`config.mk`:
```
export PLATFORM = sky130hd
export DESIGN_NAME = priority_decoder
export DESIGN_NICKNAME = d
export VERILOG_FILES = /design/src/rtl/priority_decoder.sv
export SDC_FILE = /design/constraint.sdc
export NUM_CORES = 1
export LEC_CHECK = 0
export CORE_MARGIN = 2
export CORE_UTILIZATION = 56
export CTS_CLUSTER_DIAMETER = 60
export DETAILED_ROUTE_END_ITERATION = 10
export PLACE_DENSITY = 0.8
export SLEW_MARGIN = 0
export SYNTH_ARGS = -nofsm -noshare
export SYNTH_HDL_FRONTEND = slang
export SYNTH_SLANG_ARGS = --single-unit
```
`constraint.sdc`:
```
create_clock -name clk_i -period 2 [get_ports clk_i]
set_input_delay 0.4 -clock clk_i [delete_from_list [all_inputs] [get_ports clk_i]]
set_output_delay 0.4 -clock clk_i [all_outputs]
set_load 0.03 [all_outputs]
```
`src/rtl/priority_decoder.sv`:
```
// priority_decoder: registered 5-bit-index to one-hot decoder with a
// two-entry skid buffer on a valid/ready stream. Optional sticky delivery
// mask is built when PRIORITY_DECODER_MASK_EN is defined.
module priority_decoder #(
  parameter  int unsigned OUT_W = 32,
  localparam int unsigned IDX_W = $clog2(OUT_W)
) (
  input  logic             clk_i,
  input  logic             rst_ni,
  input  logic [IDX_W-1:0] data_i,
  input  logic             valid_i,
  output logic             ready_o,
  output logic [OUT_W-1:0] data_o,
  output logic             valid_o,
  input  logic             ready_i
`ifdef PRIORITY_DECODER_MASK_EN
  ,
  output logic [OUT_W-1:0] mask_o,
  input  logic             mask_clr_i
`endif
);

  localparam logic [1:0] EMPTY = 2'd0;
  localparam logic [1:0] ONE   = 2'd1;
  localparam logic [1:0] TWO   = 2'd2;

  logic [1:0]       state_q, state_d;
  logic [OUT_W-1:0] out_q, out_d;
  logic [OUT_W-1:0] skid_q, skid_d;
  logic [OUT_W-1:0] dec;
  logic             in_xfer, out_xfer;

  // Out-of-range indices (non-power-of-2 OUT_W) decode to all zeros.
  function automatic logic [OUT_W-1:0] onehot(input logic [IDX_W-1:0] idx);
    logic [OUT_W-1:0] v;
    v = '0;
    for (int unsigned k = 0; k < OUT_W; k++) begin
      if (32'(idx) == k) v[k] = 1'b1;
    end
    return v;
  endfunction

  assign ready_o  = (state_q != TWO);
  assign valid_o  = (state_q != EMPTY);
  assign data_o   = out_q;
  assign in_xfer  = valid_i && ready_o;
  assign out_xfer = valid_o && ready_i;

  // Decode only for transfers, so data_i is never sampled without valid_i.
  always_comb begin
    dec = '0;
    if (in_xfer) dec = onehot(data_i);
  end

  // Occupancy sequencing between the output register and the skid register.
  always_comb begin
    state_d = state_q;
    out_d   = out_q;
    skid_d  = skid_q;
    case (state_q)
      EMPTY: begin
        if (in_xfer) begin
          out_d   = dec;
          state_d = ONE;
        end
      end
      ONE: begin
        if (in_xfer && out_xfer) begin
          out_d = dec;
        end else if (in_xfer) begin
          skid_d  = dec;
          state_d = TWO;
        end else if (out_xfer) begin
          state_d = EMPTY;
        end
      end
      TWO: begin
        if (out_xfer) begin
          out_d   = skid_q;
          state_d = ONE;
        end
      end
      default: state_d = EMPTY;
    endcase
  end

  // State and storage registers, cleared asynchronously.
  always_ff @(posedge clk_i or negedge rst_ni) begin
    if (!rst_ni) begin
      state_q <= EMPTY;
      out_q   <= '0;
      skid_q  <= '0;
    end else begin
      state_q <= state_d;
      out_q   <= out_d;
      skid_q  <= skid_d;
    end
  end

`ifdef PRIORITY_DECODER_MASK_EN
  logic [OUT_W-1:0] mask_q, mask_d;

  // Clear is applied before the set so a bit delivered on the clearing edge survives.
  always_comb begin
    mask_d = mask_clr_i ? '0 : mask_q;
    if (out_xfer) mask_d = mask_d | out_q;
  end

  // Sticky delivery mask register.
  always_ff @(posedge clk_i or negedge rst_ni) begin
    if (!rst_ni) mask_q <= '0;
    else         mask_q <= mask_d;
  end

  assign mask_o = mask_q;
`endif

endmodule

```
==> impl_metrics.json <==
{
  "grt_pass1_wl_microns": 13900,
  "worstPathRequired_ps": 1600,
  "antenna_left": 0,
  "finClkSkew_ps": 7.54,
  "synth_ff_type": "dfrtp_1",
  "slew_violations": 0,
  "track_usage_pct": 24.5,
  "setup_violations": 0,
  "synth.top_cells.by_area": "dfrtp_1, mux2i_1, mux2_1, o21ai_1, nand3b_1",
  "post-cts-setup-buffers": 0,
  "yosysTopAreaCellShare_pct": 47.4,
  "grt_max_degree": 67,
  "drc_errors": 0,
  "ios": 43,
  "ir_drop_v": 0.000556,
  "fin_crit_ps": 1840,
  "path_clk_slew_ps": 70,
  "drive_gt1_share_pct": 13.4,
  "die_h_microns": 82.9,
  "gp_congestion": 0.801,
  "synthArstFlopShare_pct": 100,
  "clk_latency_ps": 340,
  "wire_per_inst_microns": 17.1,
  "place_area_sq_um": 4090,
  "fmax_ghz": 0.543,
  "drtIter0Drc": 224,
  "fillCellCount": 469,
  "synth_edf_count": 0,
  "coreArea_sq_um": 5960,
  "ys_top_cells_by_count": "dfrtp_1, nand2_1, o21ai_1, clkbuf_1, nand3b_1",
  "clock_sinks": 66,
  "reg2reg_from": "state_q[0]",
  "r2r_slack_ps": 360,
  "stdcell_area_sq_um": 4270,
  "worstPathArrival_ps": 1440,
  "ys_types": 36,
  "drv_cap": 0,
  "crit_fanout": 21,
  "synth_largest_area_cell": "dfrtp_1",
  "ys.warnings.count": 0,
  "ys_ff_latch": 66,
  "cts_tree": "built",
  "hold_viol": 0,
  "start_util_pct": 58.5,
  "critical_path.endpoint_type": "output pin",
  "netlist_area_sq_um": 3480,
  "syn_nets": 354,
  "hold_slack_ps": 47.7,
  "via_per_inst": 6.12,
  "synth_cells": 345,
  "antenna_cells": 0,
  "period_share_pct": 92.1,
  "final_nets": 393,
  "wl_microns": 7910,
  "grt-ovfl-total": 0,
  "dieWidth_microns": 82.9,
  "clk_path_buf_depth": 2,
  "status": "finished, final reports clean",
  "yosysSeqAreaShare_pct": 47.4,
  "synth_area_per_cell_sq_um": 10.1,
  "yosysMostFrequentCell": "dfrtp_1",
  "cts_root_buffer": "clkbuf_8",
  "p_leak_nw": 1.82,
  "worstSetupPathType": "register to output pin",
  "grt_pass1_vias": 2785,
  "worstRegToRegCells": 5,
  "hold_path.class": "input pin to async pin",
  "tightest_slew_ps": 500,
  "numCtsBuffers": 9,
  "dr.pass1.iters": 4,
  "via_count": 2834,
  "htreeDepth": 3,
  "relSlewSlack_pct": 66.7,
  "reg2reg_to": "data_o[16]",
  "startpoint": "state_q[1]",
  "dp_hpwl_microns": 5050,
  "die-area_sq_um": 6860,
  "port_buffers": 42,
  "row_count": 28,
  "grt_antenna_before_repair": 0,
  "rsz0062_at_grt": "no",
  "endpoint": "valid_o",
  "cp-start-kind": "register",
  "p_per_area_nw_per_um2": 732,
  "area_growth_pct": 22.6
}
stage by stage:
stage | worst slack [ps] | TNS (ps) | power, mW | instances | utilization [%]
2_1_floorplan | 409 | 0 | 1.81 | 345 | -
3_3_place_gp | -60.1 | -175 | 2.05 | 448 | 68.6
3_5_place_dp | -102 | -396 | 2.07 | 448 | 68.6
4_1_cts | 144 | 0 | 3.14 | 463 | 71.7
5_1_grt | 94.9 | 0 | 3.26 | 463 | 71.7
6_report | 159 | 0 | 3.13 | 463 | 71.7
worst max-delay path, cell delays in order, from the launching register on:
cell,delay [ps]
dfrtp_1,400
buf_4,220
or2_2,320
buf_4,170
power by group:
| group | total [mW] | internal, mW | leakage [nW] | switching, mW |
|---|---|---|---|---|
| sequential | 1.40 | 1.38 | 0.916 | 0.0245 |
| clock | 1.09 | 0.600 | 0.0962 | 0.489 |
| combinational | 0.635 | 0.255 | 0.812 | 0.380 |
| total | 3.13 | 2.23 | 1.82 | 0.893 |
final cells by class:
| type | count | area [sq um] | share of cell area, % |
|---|---|---|---|
| well taps | 75 | 93.8 | 2.20 |
| multi-input cells | 221 | 1600 | 37.4 |
| clock inverters | 3 | 40.0 | 0.938 |
| repair buffers | 69 | 677 | 15.9 |
| flip-flops and latches | 66 | 1650 | 38.7 |
| clock buffers | 12 | 145 | 3.40 |
| inverters | 17 | 63.8 | 1.49 |
routing by layer:
metal	part of all wire [%]	routed length, microns	track usage [%]
met3	4.2	331	4.27
met5	0	0	0
met2	50	3930	38.3
met4	1.4	112	9.84
met1	45	3530	34.1
cells by family (layout without fill, tap and decap cells):
kind of cell / count (synthesis) / count (layout) / share of synthesized area, %
mux: 33 / 33 / 10.1
compound gates: 68 / 68 / 13.4
buf+inv: 58 / 101 / 7.08
simple gates: 120 / 120 / 22.1
flops: 66 / 66 / 47.4
timing repair:
| action | 4_1_cts | 5_1_grt |
|---|---|---|
| endpoints found under the hold margin | 0 | 0 |
| hold buffers | 0 | 0 |
| setup endpoints to repair | 1 | 0 |
| resized for setup | 1 | 0 |
worst min path at each step:
| stage | from | to | cells after the start |
|---|---|---|---|
| 3_3_place_gp | rst_ni | data_o[27] | 2 |
| 6_report | rst_ni | data_o[23] | 2 |
| 3_5_place_dp | rst_ni | data_o[27] | 2 |
| 4_1_cts | rst_ni | data_o[27] | 2 |
| 5_1_grt | rst_ni | data_o[27] | 2 |
| 2_1_floorplan | rst_ni | data_o[0] | 0 |
registers in the layout (all words and copies together) (netlist names):
name     flops
state_q      2
skid_q      32
data_o      32
layout by cell type, fill, tap and decap left out, types with 2 or more instances in the layout:
cell type / n
and3b_2: 2
a21oi_1: 2
mux2i_1: 17
nor2b_1: 4
dfrtp_1: 66
nand3b_1: 19
inv_1: 16
buf_12: 5
o21ai_1: 29
mux2_1: 15
buf_4: 23
clkbuf_8: 10
nor2_1: 2
and3b_1: 16
nand4_1: 16
nand2_1: 33
nand2b_1: 3
clkbuf_1: 2
clkinv_2: 2
o41ai_1: 16
o21ai_0: 3
a41oi_1: 16
or4_1: 16
clkdlybuf4s50_1: 39
No activity file was read; power rests on OpenSTA's default activity.
